===== config.mk =====
export PLATFORM = sky130hd
export DESIGN_NAME = fifo_uart_tx
export DESIGN_NICKNAME = d
export VERILOG_FILES = /design/src/rtl/fifo_uart_pkg.sv /design/src/rtl/fifo_uart_tx_baud_tick.sv /design/src/rtl/fifo_uart_tx.sv
export SDC_FILE = /design/constraint.sdc
export NUM_CORES = 1
export LEC_CHECK = 0
export CAP_MARGIN = 20
export CORE_MARGIN = 5
export CORE_UTILIZATION = 48
export CTS_CLUSTER_DIAMETER = 100
export CTS_CLUSTER_SIZE = 20
export DETAILED_ROUTE_END_ITERATION = 10
export PLACE_DENSITY = 0.7
export SLEW_MARGIN = 20
export SYNTH_ARGS = -nofsm -noshare
export SYNTH_HDL_FRONTEND = slang
export SYNTH_SLANG_ARGS = --single-unit

===== constraint.sdc =====
create_clock -name rclk -period 2.7 [get_ports rclk]
set_clock_uncertainty 0.2 [all_clocks]
set_input_delay 0.54 -clock rclk [delete_from_list [all_inputs] [get_ports rclk]]
set_output_delay 0.54 -clock rclk [all_outputs]
set_load 0.01 [all_outputs]

===== src/rtl/fifo_uart_pkg.sv =====
// Shared definitions for the FIFO-fed UART transmitter: state encoding,
// default baud divisor and the idle line level.
package fifo_uart_pkg;

    typedef enum logic [2:0] {
        IDLE   = 3'd0,
        START  = 3'd1,
        DATA   = 3'd2,
        PARITY = 3'd3,
        STOP   = 3'd4
    } state_t;

    localparam int   DEFAULT_CLKS_PER_BIT = 868;
    localparam logic IDLE_LEVEL           = 1'b1;

endpackage


===== src/rtl/fifo_uart_tx_baud_tick.sv =====
// Bit-period counter: counts 0..CLKS_PER_BIT-1 and pulses tick on the last count.
// A synchronous restart holds the count at zero.
module baud_tick #(
    parameter int CLKS_PER_BIT = fifo_uart_pkg::DEFAULT_CLKS_PER_BIT
) (
    input  logic clk,
    input  logic rst,
    input  logic restart,
    output logic tick
);

    localparam int            CW   = $clog2(CLKS_PER_BIT);
    localparam logic [CW-1:0] LAST = CW'(CLKS_PER_BIT - 1);

    logic [CW-1:0] cnt;

    assign tick = (cnt == LAST);

    always_ff @(posedge clk or posedge rst) begin
        if (rst) begin
            cnt <= '0;
        end else if (restart || tick) begin
            cnt <= '0;
        end else begin
            cnt <= cnt + 1'b1;
        end
    end

endmodule


===== src/rtl/fifo_uart_tx.sv =====
// Pops words from a FIFO read port and serialises them as 8N1-style UART frames.
// Define UART_TX_PARITY_EN to insert an even-parity bit after the data bits.
module fifo_uart_tx
    import fifo_uart_pkg::*;
#(
    parameter int DSIZE        = 8,
    parameter int CLKS_PER_BIT = DEFAULT_CLKS_PER_BIT,
    parameter int STOP_BITS    = 1
) (
    input  logic             rclk,
    input  logic             rrst,
    input  logic [DSIZE-1:0] rdata,
    input  logic             rempty,
    output logic             rinc,
    output logic             txd,
    output logic             busy
);

    localparam int            IW        = $clog2(DSIZE) + 1;
    localparam logic [IW-1:0] LAST_BIT  = IW'(DSIZE - 1);
    localparam logic [IW-1:0] LAST_STOP = IW'(STOP_BITS - 1);

    state_t           state;
    logic [DSIZE-1:0] shreg;
    logic [IW-1:0]    bit_idx;
    logic             txd_r;
    logic             busy_r;
    logic             tick;
    logic             restart;
`ifdef UART_TX_PARITY_EN
    logic             par;
`endif

    // Pop is combinational so the word is taken in the same IDLE cycle; held off during reset.
    assign rinc    = (state == IDLE) && !rempty && !rrst;
    assign busy    = busy_r | rinc;
    assign txd     = txd_r;
    assign restart = (state == IDLE);

    baud_tick #(
        .CLKS_PER_BIT(CLKS_PER_BIT)
    ) u_baud_tick (
        .clk    (rclk),
        .rst    (rrst),
        .restart(restart),
        .tick   (tick)
    );

    always_ff @(posedge rclk or posedge rrst) begin
        if (rrst) begin
            state   <= IDLE;
            shreg   <= '0;
            bit_idx <= '0;
            txd_r   <= IDLE_LEVEL;
            busy_r  <= 1'b0;
`ifdef UART_TX_PARITY_EN
            par     <= 1'b0;
`endif
        end else begin
            case (state)
                IDLE: begin
                    txd_r <= IDLE_LEVEL;
                    if (rinc) begin
                        shreg   <= rdata;
                        bit_idx <= '0;
                        txd_r   <= 1'b0;
                        busy_r  <= 1'b1;
                        state   <= START;
`ifdef UART_TX_PARITY_EN
                        par     <= ^rdata;
`endif
                    end
                end
                START: begin
                    if (tick) begin
                        txd_r <= shreg[0];
                        shreg <= shreg >> 1;
                        state <= DATA;
                    end
                end
                DATA: begin
                    if (tick) begin
                        if (bit_idx == LAST_BIT) begin
                            bit_idx <= '0;
`ifdef UART_TX_PARITY_EN
                            txd_r   <= par;
                            state   <= PARITY;
`else
                            txd_r   <= 1'b1;
                            state   <= STOP;
`endif
                        end else begin
                            bit_idx <= bit_idx + 1'b1;
                            txd_r   <= shreg[0];
                            shreg   <= shreg >> 1;
                        end
                    end
                end
                PARITY: begin
                    if (tick) begin
                        txd_r <= 1'b1;
                        state <= STOP;
                    end
                end
                STOP: begin
                    // bit_idx is reused to count stop-bit periods.
                    if (tick) begin
                        if (bit_idx == LAST_STOP) begin
                            bit_idx <= '0;
                            busy_r  <= 1'b0;
                            state   <= IDLE;
                        end else begin
                            bit_idx <= bit_idx + 1'b1;
                        end
                    end
                end
                default: begin
                    txd_r  <= IDLE_LEVEL;
                    busy_r <= 1'b0;
                    state  <= IDLE;
                end
            endcase
        end
    end

endmodule


# After elaboration in Yosys (flattened, before gate mapping)
# Cells that the tools add are included.
# W data, S select, Z words.
# totals
ff_bits	27
word_cells	70
# op_classes
mux	30
add_sub_neg	2
eq_ne	14
reduce_logical	15
bitwise	3
# op_table
op	n
$mux W8	4
$pmux W8 S3	1
$mux W3	7
$mux W4	5
$pmux W3 S5	1
$pmux W4 S3	1
$reduce_and A4 Y1	3
$add A10 B1 Y10 const B	1
$eq A10 B10 Y1 const B	1
$mux W10	1
$mux W1	8
$ne A2 B1 Y1 const B	4
$ne A2 B2 Y1 const B	4
$reduce_and A7 Y1	1
$eq A3 B2 Y1 const B	2
$reduce_bool A3 Y1	2
$pmux W1 S5	1
$reduce_and A5 Y1	1
$add A4 B1 Y4 const B	1
$eq A4 B3 Y1 const B	1
$logic_not A4 Y1	1
$eq A3 B1 Y1 const B	1
$eq A3 B3 Y1 const B	1
$logic_not A3 Y1	1
other kinds (7)	10

# Depth between registers and ports, before layout
# Gate-level depths: netlist of run 1.
# logic_depth
word_depth	5
mapped_depth	6
mapped_depth_nobuf	6

# By module
# A second synthesis of run 1 with hierarchy kept.
# hier_totals
cells_unflattened	160
area_unflattened_um2	1629.1
# by_module_without_submodules
mod	cells_per_inst	seq_area_each_um2	instances	area_per_inst_um2
fifo_uart_tx	103	426.7	1	1059.8
baud_tick	57	250.2	1	569.3

# Worst setup path before layout of run 1
# OpenSTA, ideal clock, no wires.
# synth_timing
path_kind	flip-flop to flip-flop
startpoint	register u_baud_tick.cnt[0]
endpoint	register shreg[1]
path_buffers	0
setup_ps	125
synth_period_minus_slack_ps	2047
arrival_ps	1722
setup_slack_ps	653
stages_incl_launch_ff	6
path_cell_list	dfrtp_1 ha_1 nor2b_1 nand4_2 a221oi_4 mux2_2
# synth_between
elab_chain_cells	3
# synth_lines
element	line	text
start: declaration	fifo_uart_tx_baud_tick.sv:15	logic [CW-1:0] cnt;
start signal: assignment	fifo_uart_tx_baud_tick.sv:25	cnt <= cnt + 1'b1;
$eq A10 B10 Y1 (*)	fifo_uart_tx_baud_tick.sv:17	assign tick = (cnt == LAST);
$ne A2 B1 Y1 (no line)	-	
$reduce_and A5 Y1 (no line) (*)	-	
end signal: assignment	fifo_uart_tx.sv:64	shreg <= rdata;
end signal: assignment	fifo_uart_tx.sv:77	shreg <= shreg >> 1;
end signal: assignment	fifo_uart_tx.sv:95	shreg <= shreg >> 1;
end: declaration	fifo_uart_tx.sv:24	logic [DSIZE-1:0] shreg;
# Every way passes the cells marked *; elsewhere a longest branch is shown, timed or not.
# A chain may end at the register's enable or synchronous reset.

# Final worst setup path of run 1
# layout_timing
startpoint	input rrst
endpoint	output busy
# layout_between
elab_chain_cells	3
# layout_lines
element	line	text
start: declaration	fifo_uart_tx.sv:11	input logic rrst,
$logic_not A1 Y1 (no line)	-	
$logic_and A1 B1 Y1	fifo_uart_tx.sv:35	assign rinc = (state == IDLE) && !rempty && !rrst;
$or A1 B1 Y1	fifo_uart_tx.sv:36	assign busy = busy_r | rinc;
end: declaration	fifo_uart_tx.sv:16	output logic busy
# No other way between the ends.

==> results of run 1 <==
[sequential cells by signal, indices dropped and copies added (netlist names)]
| register | cells |
|---|---|
| txd | 1 |
| shreg | 8 |
| busy_r | 1 |
| bit_idx | 4 |
| state | 3 |
| u_baud_tick.cnt | 10 |
[final cells by class]
class                      count  area share, %
clock buffer                   4           1.45
inverter                       7           1.45
multi-input combinational    113           46.2
sequential                    27           37.4
tap                           44           3.04
timing repair buffer          21           10.5
[worst paths after layout]
| kind | startpoint | to | slack (ns) | depth (start not counted) |
|---|---|---|---|---|
| worst max-delay path | rrst | busy | 0.11 | 5 |
| worst min-delay path | u_baud_tick.cnt[0] | u_baud_tick.cnt[0] | 0.31 | 1 |
| worst max register to register | u_baud_tick.cnt[0] | shreg[1] | 0.46 | 5 |
| worst min register to register | u_baud_tick.cnt[0] | u_baud_tick.cnt[0] | 0.31 | 1 |
| max in group asynchronous | rrst | u_baud_tick.cnt[7] | 1.60 | 3 |
| min in group asynchronous | rrst | txd | 0.37 | 2 |
[synthesized netlist by cell type, drive strengths merged]
library cell / n
a2111oi: 1
a211o: 1
a211oi: 1
a21boi: 1
a21o: 1
a21oi: 4
a221oi: 1
a22o: 1
a22oi: 1
a2bb2oi: 1
a31oi: 1
a32o: 1
and2: 1
and3: 2
and3b: 1
buf: 3
clkbuf: 2
dfrtp: 26
dfstp: 1
ha: 3
inv: 7
mux2: 12
mux2i: 4
nand2: 9
nand2b: 2
nand3: 5
nand3b: 3
nand4: 3
nand4b: 1
nor2: 19
nor2b: 1
nor3: 5
nor3b: 1
nor4b: 2
nor4bb: 1
o21a: 1
o21ai: 2
o21bai: 1
o221ai: 1
o2bb2ai: 3
o32ai: 1
or3: 1
or3b: 3
xnor2: 6
xor2: 4
[layer usage]
layer,vias to the layer above,track usage (%),share of wire (%)
met1,575,18.9,46
met4,0,4.05,0.99
met2,21,24.9,50
li1,586,-,-
met3,4,2.19,3.3
met5,-,0,0
[per-stage QoR]
stage	cells	hold WS [ns]	utilization [%]
after global routing	216	0.335	58.9
final	216	0.307	58.9
after detailed placement	212	0.289	58.0
after global placement	212	0.272	58.0
after floorplan	152	0.255	-
after CTS	216	0.308	58.9
[critical path: stages]
cell             delay [ns]
clkdlybuf4s50_1        0.44
nor2_1                 0.14
nand2_1                0.11
nand2b_1               0.09
clkdlybuf4s50_1        0.53
[cell families (layout without fill, tap and decap cells)]
kind of cell               count (synthesis)  count (layout)  share of synthesized area [%]
and+or+nand+nor                           60              60                           21.8
AOI/OAI and AO/OA                         24              24                           12.6
muxes                                     16              16                           11.2
buffers and inverters                     12              32                           3.05
adders and majority gates                  3               3                           2.40
DFF                                       27              27                           43.3
xor gates and xnor gates                  10              10                           5.61
[power groups by stage]
| stage | combinational (uW) | sequential [uW] | clock (uW) |
|---|---|---|---|
| global route | 411 | 618 | 202 |
| detailed placement | 375 | 609 | 0 |
| finish | 371 | 600 | 179 |
| CTS | 377 | 600 | 185 |
| floorplan | 283 | 590 | 0 |
| global placement | 359 | 601 | 0 |
==> results.md, run 1 <==
* Number of global-route vias before repair at 1165
* Setup violators final at 0
* Cts repair resizes at 0
* GRT Total Usage at between 10 and 15%
* Core Area at 3080 sq um
* Worst-Skew Late Latency at 0.32 ns
* Commonest non-fill, non-tap cell in the layout: dfrtp_1
* Area occupied by multi-input gates at approximately 840 sq um
* Reg power frac at 52.2%
* Total gr overflow at 0
* Sw Share at between 30% and 40%
* Number of antenna violations at the first check in global routing at 0
* Max-capacitance violation count at 0
* Dpl cell area at approximately 1800 sq um
* Sequential Area at around 680 sq um
* Setup Crit Path Kind: input pin to output port
* Setup crit start kind: input pin
* DRC at 0
* CP endpoint kind: output port
* DR WL/cell at between 10 and 15 um
* Power density cells at 635 nW/um^2
* Starting DRT DRC Count at 50
* DR vias at 1186
* RSZ-0062 raised after global routing: no
* Comb pwr share at around a third
* Dominant cells by area after synthesis: dfrtp_1 (42%), mux2_2 (8.7%), nor2_1 (4.6%), xnor2_1 (3.4%), mux2i_1 (2.6%)
* Pre-CTS setup slack at 0.106 ns
* Crit path DAT at 1.85 ns
* Max clock buf depth at 2
* CTS tree: yes
* Area share of the largest cell type after synthesis at approximately two fifths
* Max-slew violations at 0
* Drt pass-1 iters at 4
* Initial Utilization at between 50 and 60%
* Syn Std Cell Area at 1560 sq um
* Max-slew headroom at around 65%
* Fin worst setup slack at 0.108 ns
* Cells after Synth at ~150
* Site row count at 20
* HPWL after DPL at 2200 um
* Inserted Clock Buffers at 3
* Ant. Diodes at 0
* Setup bufs post-CTS at 0
* Pin count of the biggest net entering global routing at 27
* Seq cells post-synth at 27
* DRT Wirelength at 2930 um
* Final instance area at between 1500 and 2000 sq um
* Sw Pwr at 368 uW
* Final TNS setup at 0 ns
* Peak VDD IR at 369 uV
* Global-route wire length before repair at 5100 um
* I/O Pins at 14
* Share of layout cells above drive strength 1 at approximately 17%
* Nets at 187
* Placer congestion estimate at 0.809
* Leak Pwr at 0.000786 uW
* Die Span X at 67.0 um
* I/O Buffers at 13
* Run status: finished clean
* Die footprint at 4490 sq um
* Syn. warnings at 0
* Post-synth net total at around 170
* Fmax achieved at ~0.39 GHz
* Post-synthesis sequential area ratio at a little over two fifths
* Mean Syn Cell Area at 10.3 sq um
* CTS Root Buffer Type: clkbuf_4
* Commonest cells after routing, fill and taps aside: dfrtp_1 (26), nor2_1 (19), clkdlybuf4s50_1 (13)
* Synth-to-layout area growth at 16.0%
* CTS Sinks at 27
* Post-CTS Hold Fix Bufs at 0
* Die H at 67.0 um
* Filler instances at 268
* Final worst-path cycle share at 96.0%
* Minimum clock period after layout at 2.59 ns
* Post-synth cell types at 49
* Post-DR vias/cell at 5.49
* H-tree depth at 1
* Post-DRT Antenna Nets at 0
* Clock power share at 15.6%
* Total Power at 1150 uW
* Dominant cell type by area after synthesis: dfrtp_1
* CP Max Fanout at 3
* Min-delay worst type: register to register
* Final Hold Fails at 0
* Worst Path Required at 1.96 ns
* Worst-margin pin slew at about 0.53 ns
* Cell Int Power at 782 uW
* Clk slew on worst S/H paths at 0.15 ns
(Power assumes the default switching activity.)
==> inputs of run 2 (changes only) <==
Settings changed: CTS_CLUSTER_DIAMETER 100 to not set.
==> results of run 2 <==
Same layout as run 1: the final DEF is identical, and so are final timing and power.
